==> config.mk <==
export PLATFORM = sky130hd
export DESIGN_NAME = y86_alu_flat
export DESIGN_NICKNAME = d
export VERILOG_FILES = /design/src/rtl/y86_alu_if.sv /design/src/rtl/y86_alu.sv /design/src/flat_wrapper.sv
export SDC_FILE = /design/constraint.sdc
export NUM_CORES = 1
export LEC_CHECK = 0
export CAP_MARGIN = 20
export CELL_PAD_IN_SITES_DETAIL_PLACEMENT = 2
export CELL_PAD_IN_SITES_GLOBAL_PLACEMENT = 2
export CORE_AREA = 5 5 167 210
export CTS_CLUSTER_SIZE = 16
export DETAILED_ROUTE_END_ITERATION = 8
export DIE_AREA = 0 0 172 215
export PLACE_DENSITY = 0.88
export REMOVE_ABC_BUFFERS = 1
export SETUP_SLACK_MARGIN = 0.5
export SLEW_MARGIN = 20
export SYNTH_ARGS = -nofsm -noshare
export SYNTH_HDL_FRONTEND = slang
export SYNTH_SLANG_ARGS = --single-unit
==> constraint.sdc <==
create_clock -name clk -period 7.05 [get_ports clk]
set_clock_uncertainty 0.2 [all_clocks]
set_input_delay 0.705 -clock clk [delete_from_list [all_inputs] [get_ports clk]]
set_output_delay 0.705 -clock clk [all_outputs]
set_load 0.01 [all_outputs]
==> src/rtl/y86_alu_if.sv <==
// Operand/result bundle between the execute-stage operand select and the Y86 ALU.
// master: drives in_valid/a/b/control and receives ans/overflow/zf/sf/out_valid.
// slave: the ALU side, with the opposite directions.
interface y86_alu_if #(
  parameter int WIDTH = 64
);
  logic             in_valid;
  logic [WIDTH-1:0] a;
  logic [WIDTH-1:0] b;
  logic [1:0]       control;
  logic [WIDTH-1:0] ans;
  logic             overflow;
  logic             zf;
  logic             sf;
  logic             out_valid;

  modport master (
    output in_valid, a, b, control,
    input  ans, overflow, zf, sf, out_valid
  );

  modport slave (
    input  in_valid, a, b, control,
    output ans, overflow, zf, sf, out_valid
  );
endinterface

==> src/rtl/y86_alu.sv <==
// Y86-64 execute-stage ALU: ADD/SUB/AND/XOR with signed overflow, ZF and SF.
// Latency 1 cycle, all outputs registered; a new operation may start every cycle.
// No back-pressure. When idle, the result and flags hold and out_valid drops.
// Ports: clk, rst (sync, active-high), bus (y86_alu_if.slave).
module y86_alu #(
  parameter int WIDTH = 64
) (
  input  logic        clk,
  input  logic        rst,
  y86_alu_if.slave    bus
);

  localparam logic [1:0] OP_ADD = 2'b00;
  localparam logic [1:0] OP_SUB = 2'b01;
  localparam logic [1:0] OP_AND = 2'b10;
  localparam logic [1:0] OP_XOR = 2'b11;

  logic [WIDTH-1:0] ans_q, ans_d;
  logic             ovf_q, ovf_d;
  logic             zf_q,  zf_d;
  logic             sf_q,  sf_d;
  logic             vld_q, vld_d;

  logic             is_sub;
  logic [WIDTH-1:0] b_op;
  logic [WIDTH-1:0] sum;
  logic [WIDTH-1:0] res;
  logic             res_ovf;

  // One shared adder: SUB is a + ~b + 1, so the carry-in is the SUB select.
  assign is_sub = (bus.control == OP_SUB);
  assign b_op   = is_sub ? ~bus.b : bus.b;
  assign sum    = bus.a + b_op + WIDTH'(is_sub);

  always_comb begin
    res     = '0;
    res_ovf = 1'b0;
    case (bus.control)
      OP_ADD, OP_SUB: begin
        res = sum;
        // Comparing against the effective addend's sign covers both cases:
        // for SUB, sign(~b) equal to sign(a) means the original signs differ.
        res_ovf = (bus.a[WIDTH-1] == b_op[WIDTH-1]) &&
                  (sum[WIDTH-1]   != bus.a[WIDTH-1]);
      end
      OP_AND: res = bus.a & bus.b;
      OP_XOR: res = bus.a ^ bus.b;
      default: res = '0;
    endcase
  end

  always_comb begin
    ans_d = ans_q;
    ovf_d = ovf_q;
    zf_d  = zf_q;
    sf_d  = sf_q;
    vld_d = bus.in_valid;
    if (bus.in_valid) begin
      ans_d = res;
      ovf_d = res_ovf;
      zf_d  = (res == '0);
      sf_d  = res[WIDTH-1];
    end
  end

  always_ff @(posedge clk) begin
    if (rst) begin
      ans_q <= '0;
      ovf_q <= 1'b0;
      zf_q  <= 1'b0;
      sf_q  <= 1'b0;
      vld_q <= 1'b0;
    end else begin
      ans_q <= ans_d;
      ovf_q <= ovf_d;
      zf_q  <= zf_d;
      sf_q  <= sf_d;
      vld_q <= vld_d;
    end
  end

  assign bus.ans       = ans_q;
  assign bus.overflow  = ovf_q;
  assign bus.zf        = zf_q;
  assign bus.sf        = sf_q;
  assign bus.out_valid = vld_q;

endmodule

==> src/flat_wrapper.sv <==
// flat-port wrapper written by rule: the top's interface ports become plain ports
module y86_alu_flat 
#(
  parameter int WIDTH = 64
)
  (clk, rst, bus_in_valid, bus_a, bus_b, bus_control, bus_ans, bus_overflow, bus_zf, bus_sf, bus_out_valid);
  y86_alu_if #(.WIDTH(WIDTH)) bus_i ();
  input  logic clk;
  input  logic rst;
  input wire logic [$bits(bus_i.in_valid)-1:0] bus_in_valid;
  input wire logic [$bits(bus_i.a)-1:0] bus_a;
  input wire logic [$bits(bus_i.b)-1:0] bus_b;
  input wire logic [$bits(bus_i.control)-1:0] bus_control;
  output wire logic [$bits(bus_i.ans)-1:0] bus_ans;
  output wire logic [$bits(bus_i.overflow)-1:0] bus_overflow;
  output wire logic [$bits(bus_i.zf)-1:0] bus_zf;
  output wire logic [$bits(bus_i.sf)-1:0] bus_sf;
  output wire logic [$bits(bus_i.out_valid)-1:0] bus_out_valid;
  assign bus_i.in_valid = bus_in_valid;
  assign bus_i.a = bus_a;
  assign bus_i.b = bus_b;
  assign bus_i.control = bus_control;
  assign bus_ans = bus_i.ans;
  assign bus_overflow = bus_i.overflow;
  assign bus_zf = bus_i.zf;
  assign bus_sf = bus_i.sf;
  assign bus_out_valid = bus_i.out_valid;
  y86_alu #(.WIDTH(WIDTH)) u_core (.clk(clk), .rst(rst), .bus(bus_i));
endmodule
==> parameters.txt <==
Parameter                              Value

Yosys
  Biggest area contributors in the synthesized netlist ... ha_1 16%, dfxtp_1 14%, xnor2_1 7.5%
  Post-synth EDFFs ... 0
  Number of distinct standard cells referenced by the synthesized netlist ... 71
  Cell with the most instances after synthesis ... ha_1
  Yosys warns ... 0
  Most used DFF post-synth ... dfxtp_1
  Synthesis-stage register bit count ... 67
  Post-synthesis sequential area ratio ... between 10% and 20%
  Post-synthesis cell count ... ~1300
  Post-Syn Area per Cell ... roughly 7.5 um2
  Top cells by count, synth ... 127 x ha_1, 118 x nor2_1, 103 x a21oi_1
  Area leader, netlist ... ha_1
  Cell area after synthesis ... 9700 um2
  Async set or reset register ratio after synthesis ... 0%
  Area share of the largest cell type after synthesis ... 16.4%

Critical path
  Classification of the worst setup path ... in2reg
  Largest driver fanout on the critical path ... 6
  Worst EP arrival ... 6.26 ns
  Startpoint of the most critical register-to-register path ... u_core.bus.ans[47]$_SDFFE_PP0P_
  Critical Path End Type ... flop
  Logic depth of the worst register-to-register path ... 2
  Worst R2R End ... u_core.bus.ans[47]$_SDFFE_PP0P_
  Critical Path RT ... 7.17 ns
  Startpoint class of the critical path ... primary input
  Worst setup slack for register-to-register paths ... between 5 and 6 ns

Clocking
  Clock slew seen by the registers of the worst setup and hold paths ... 0.07 ns
  Clock buffer depth ... 2
  CTS Buf Count ... 9
  Number of buffers inserted by post-CTS setup repair ... 0
  H-tree levels ... 3
  Number of hold buffers added after cts ... 0
  Clock sink total ... 67
  TritonCTS clock tree ... done
  Clock insertion delay at the later pin of the skew report ... 0.38 ns
  Cell chosen for the clock root ... clkbuf_16

Floorplanning
  Die Y-Extent ... 215 um
  Die Area ... ~37000 um2
  Starting Density ... 29.4%
  Width of the die ... between 150 and 200 um
  Number of rows created at floorplan ... 75
  Floorplan Core Area ... 33000 um2
  Total I/O pin count ... between 200 and 250

Placed design
  Final estimated routing congestion in global placement ... 0.907
  Area of placed instances ... 12000 um2
  Port buffer count ... 200
  Detailed placement HPWL ... 37600 um

Route
  Via density per instance ... ~5.9
  DRC marker count from the first detailed-route iteration ... 432
  DRC errors left ... 0
  Average wire per cell in the routed design ... about 25 um
  Total wirelength of the detailed-routed design ... 46900 um
  Detailed-router iteration count before antenna repair ... 4
  Antenna-violating nets left ... 0
  Vias after detailed routing ... 11000

Min path
  WHS Path Cells ... 2
  Kind of path behind the tightest hold check ... reg2reg
  Source of the worst hold timing path ... u_core.bus.ans[56]$_SDFFE_PP0P_
  Endpoint, Worst Hold ... u_core.bus.ans[56]$_SDFFE_PP0P_

STA
  Final setup violating endpoints ... 0
  Final setup TNS ... 0 ns
  RSZ-0062 raised after global routing ... false
  Worst Max-Slew Pin Slew ... 0.899 ns
  Fin crit share ... 87.1%
  Final critical path time including I/O delays and setup ... 6.14 ns
  Final Hold Viols ... 0
  Peak clock frequency supported by timing ... about 160 MHz
  Relative slew margins ... between 40% and 50%
  Max-slew violation total from the final report ... 0

Power and ir drop
  Cell Pwr Density ... 180 nW/um2
  Static leakage ... 4.84 nW
  Fraction of power consumed by the clock network ... 24.6%
  Maximum vdd drop ... 130 uV
  Combinational power share ... between 50 and 60%
  Net Switching ... 0.979 mW
  Sequential share of power ... 19.8%
  Sw Ratio ... 44.2%
  Cell Int Power ... 1.23 mW

GRT
  First-pass GRT wire length ... between 70000 and 80000 um
  Initial antenna violation count ... 0
  GRT Total Usage ... between 20% and 30%
  Maximum number of pins on one net before global-route repair ... 61
  Number of global-route vias before repair ... roughly 12000
  Total global routing overflow ... 0

Final layout
  Final-stage net count ... ~1700
  Non-Filler Cell Area, Final ... between 10000 and 15000 um2
  Number of fill cells ... roughly 3800
  Antenna diode count ... 0
  Relative area change from synthesis to final layout ... 27.1%
  Share of post-route cells with drive strength above 1 ... 5.47%

Outcome
  Result of the run ... finished, final reports clean

Flow run
  Max-cap violations ... 0
[power groups by stage]
stage / registers, mW / clock network (mW) / logic, mW
after floorplan: 0.458 / 0 / 0.681
after global placement: 0.444 / 0 / 1.16
after detailed placement: 0.448 / 0 / 1.21
after CTS: 0.440 / 0.557 / 1.23
after global routing: 0.443 / 0.565 / 1.33
final: 0.439 / 0.545 / 1.23
[repair_timing]
item	4_1_cts	5_1_grt
resized for setup	0	3
endpoints found under the setup margin	0	1
hold endpoints to repair	0	0
[cell usage in the layout (no fill, tap or decap), drive strengths merged, types with 6 or more instances in the layout]
cell,n
a211o,6
a211oi,48
a21o,17
a21oi,103
a311oi,7
a31oi,7
and2,10
and3,7
and4,6
buf,19
clkbuf,11
clkdlybuf4s50,196
dfxtp,67
ha,127
inv,18
mux2,19
mux2i,55
nand2,99
nand2b,13
nand3,18
nand4,35
nor2,119
nor2b,17
nor3,34
nor4,8
o211a,10
o211ai,21
o21a,21
o21ai,84
o21bai,8
o31ai,11
or2,11
or3,13
xnor2,83
xor2,16
[critical path, stage by stage]
cell and delay [ns]:
clkdlybuf4s50_1 0.69, nor3b_4 0.52, a21oi_1 0.11, fa_1 0.45, nand2b_1 0.23, a211oi_1 0.50
o21ai_1 0.20, a211o_1 0.37, a21oi_1 0.42, o21ai_0 0.21, a311o_1 0.38, or4_1 0.53
or4_1 0.42, nor4_1 0.28, nand3_1 0.11, o21ai_1 0.13
[worst max-delay path by stage]
stage,from,to,depth (start not counted)
floorplan,bus_control[1],u_core.bus.zf$_SDFFE_PP0P_,16
global placement,bus_b[0],u_core.bus.zf$_SDFFE_PP0P_,16
detailed placement,bus_b[0],u_core.bus.zf$_SDFFE_PP0P_,16
CTS,bus_b[0],u_core.bus.zf$_SDFFE_PP0P_,16
global route,bus_b[0],u_core.bus.zf$_SDFFE_PP0P_,16
finish,bus_b[0],u_core.bus.zf$_SDFFE_PP0P_,16
[per-layer routing]
metal | GRT usage, % | vias up | share of wire [%]
li1 | - | 5092 | -
met1 | 26.5 | 5478 | 38
met2 | 45.1 | 288 | 52
met3 | 3.40 | 123 | 3.8
met4 | 14.8 | 0 | 6.1
met5 | 0 | - | 0
[final cells by class]
cell class / count / area, um2 / share of cell area, %
Multi-Input combinational cell: 1110 / 7950 / 64.5
Timing Repair Buffer: 215 / 2100 / 17.1
Sequential cell: 67 / 1340 / 10.9
Tap cell: 423 / 529 / 4.29
Clock buffer: 11 / 253 / 2.05
Inverter: 20 / 75.1 / 0.609
Clock inverter: 4 / 73.8 / 0.599
[stage by stage]
step	power (mW)	setup slack, ns	util (%)	hold WS [ns]	std cells
after floorplan	1.14	0.207	-	0.280	1197
after global placement	1.60	0.0109	36.3	0.256	1835
after detailed placement	1.65	0.202	36.3	0.268	1835
after CTS	2.22	0.549	37.3	0.281	1850
after global routing	2.34	0.602	37.3	0.316	1850
final	2.21	0.912	37.3	0.279	1850
[registers in the layout, indices dropped and copies added, names as in the netlist]
register and cells:
u_core.bus.ans 63, u_core.bus.out_valid 1, u_core.bus.overflow 1, u_core.bus.sf 1, u_core.bus.zf 1
[kinds of logic (layout without fill, tap and decap cells)]
group	Yosys count	count (layout)	share of synthesized area, %
AND/OR/NAND/NOR	408	408	20.7
AO/OA/AOI/OAI	401	401	27.6
adder cells (fa/ha/maj)	128	128	16.6
buffers and inverters	111	250	4.45
XOR/XNOR	99	99	8.94
multiplexers	74	74	7.88
flip-flops	67	67	13.8
Note: power is estimated with default switching activity, not from simulation.
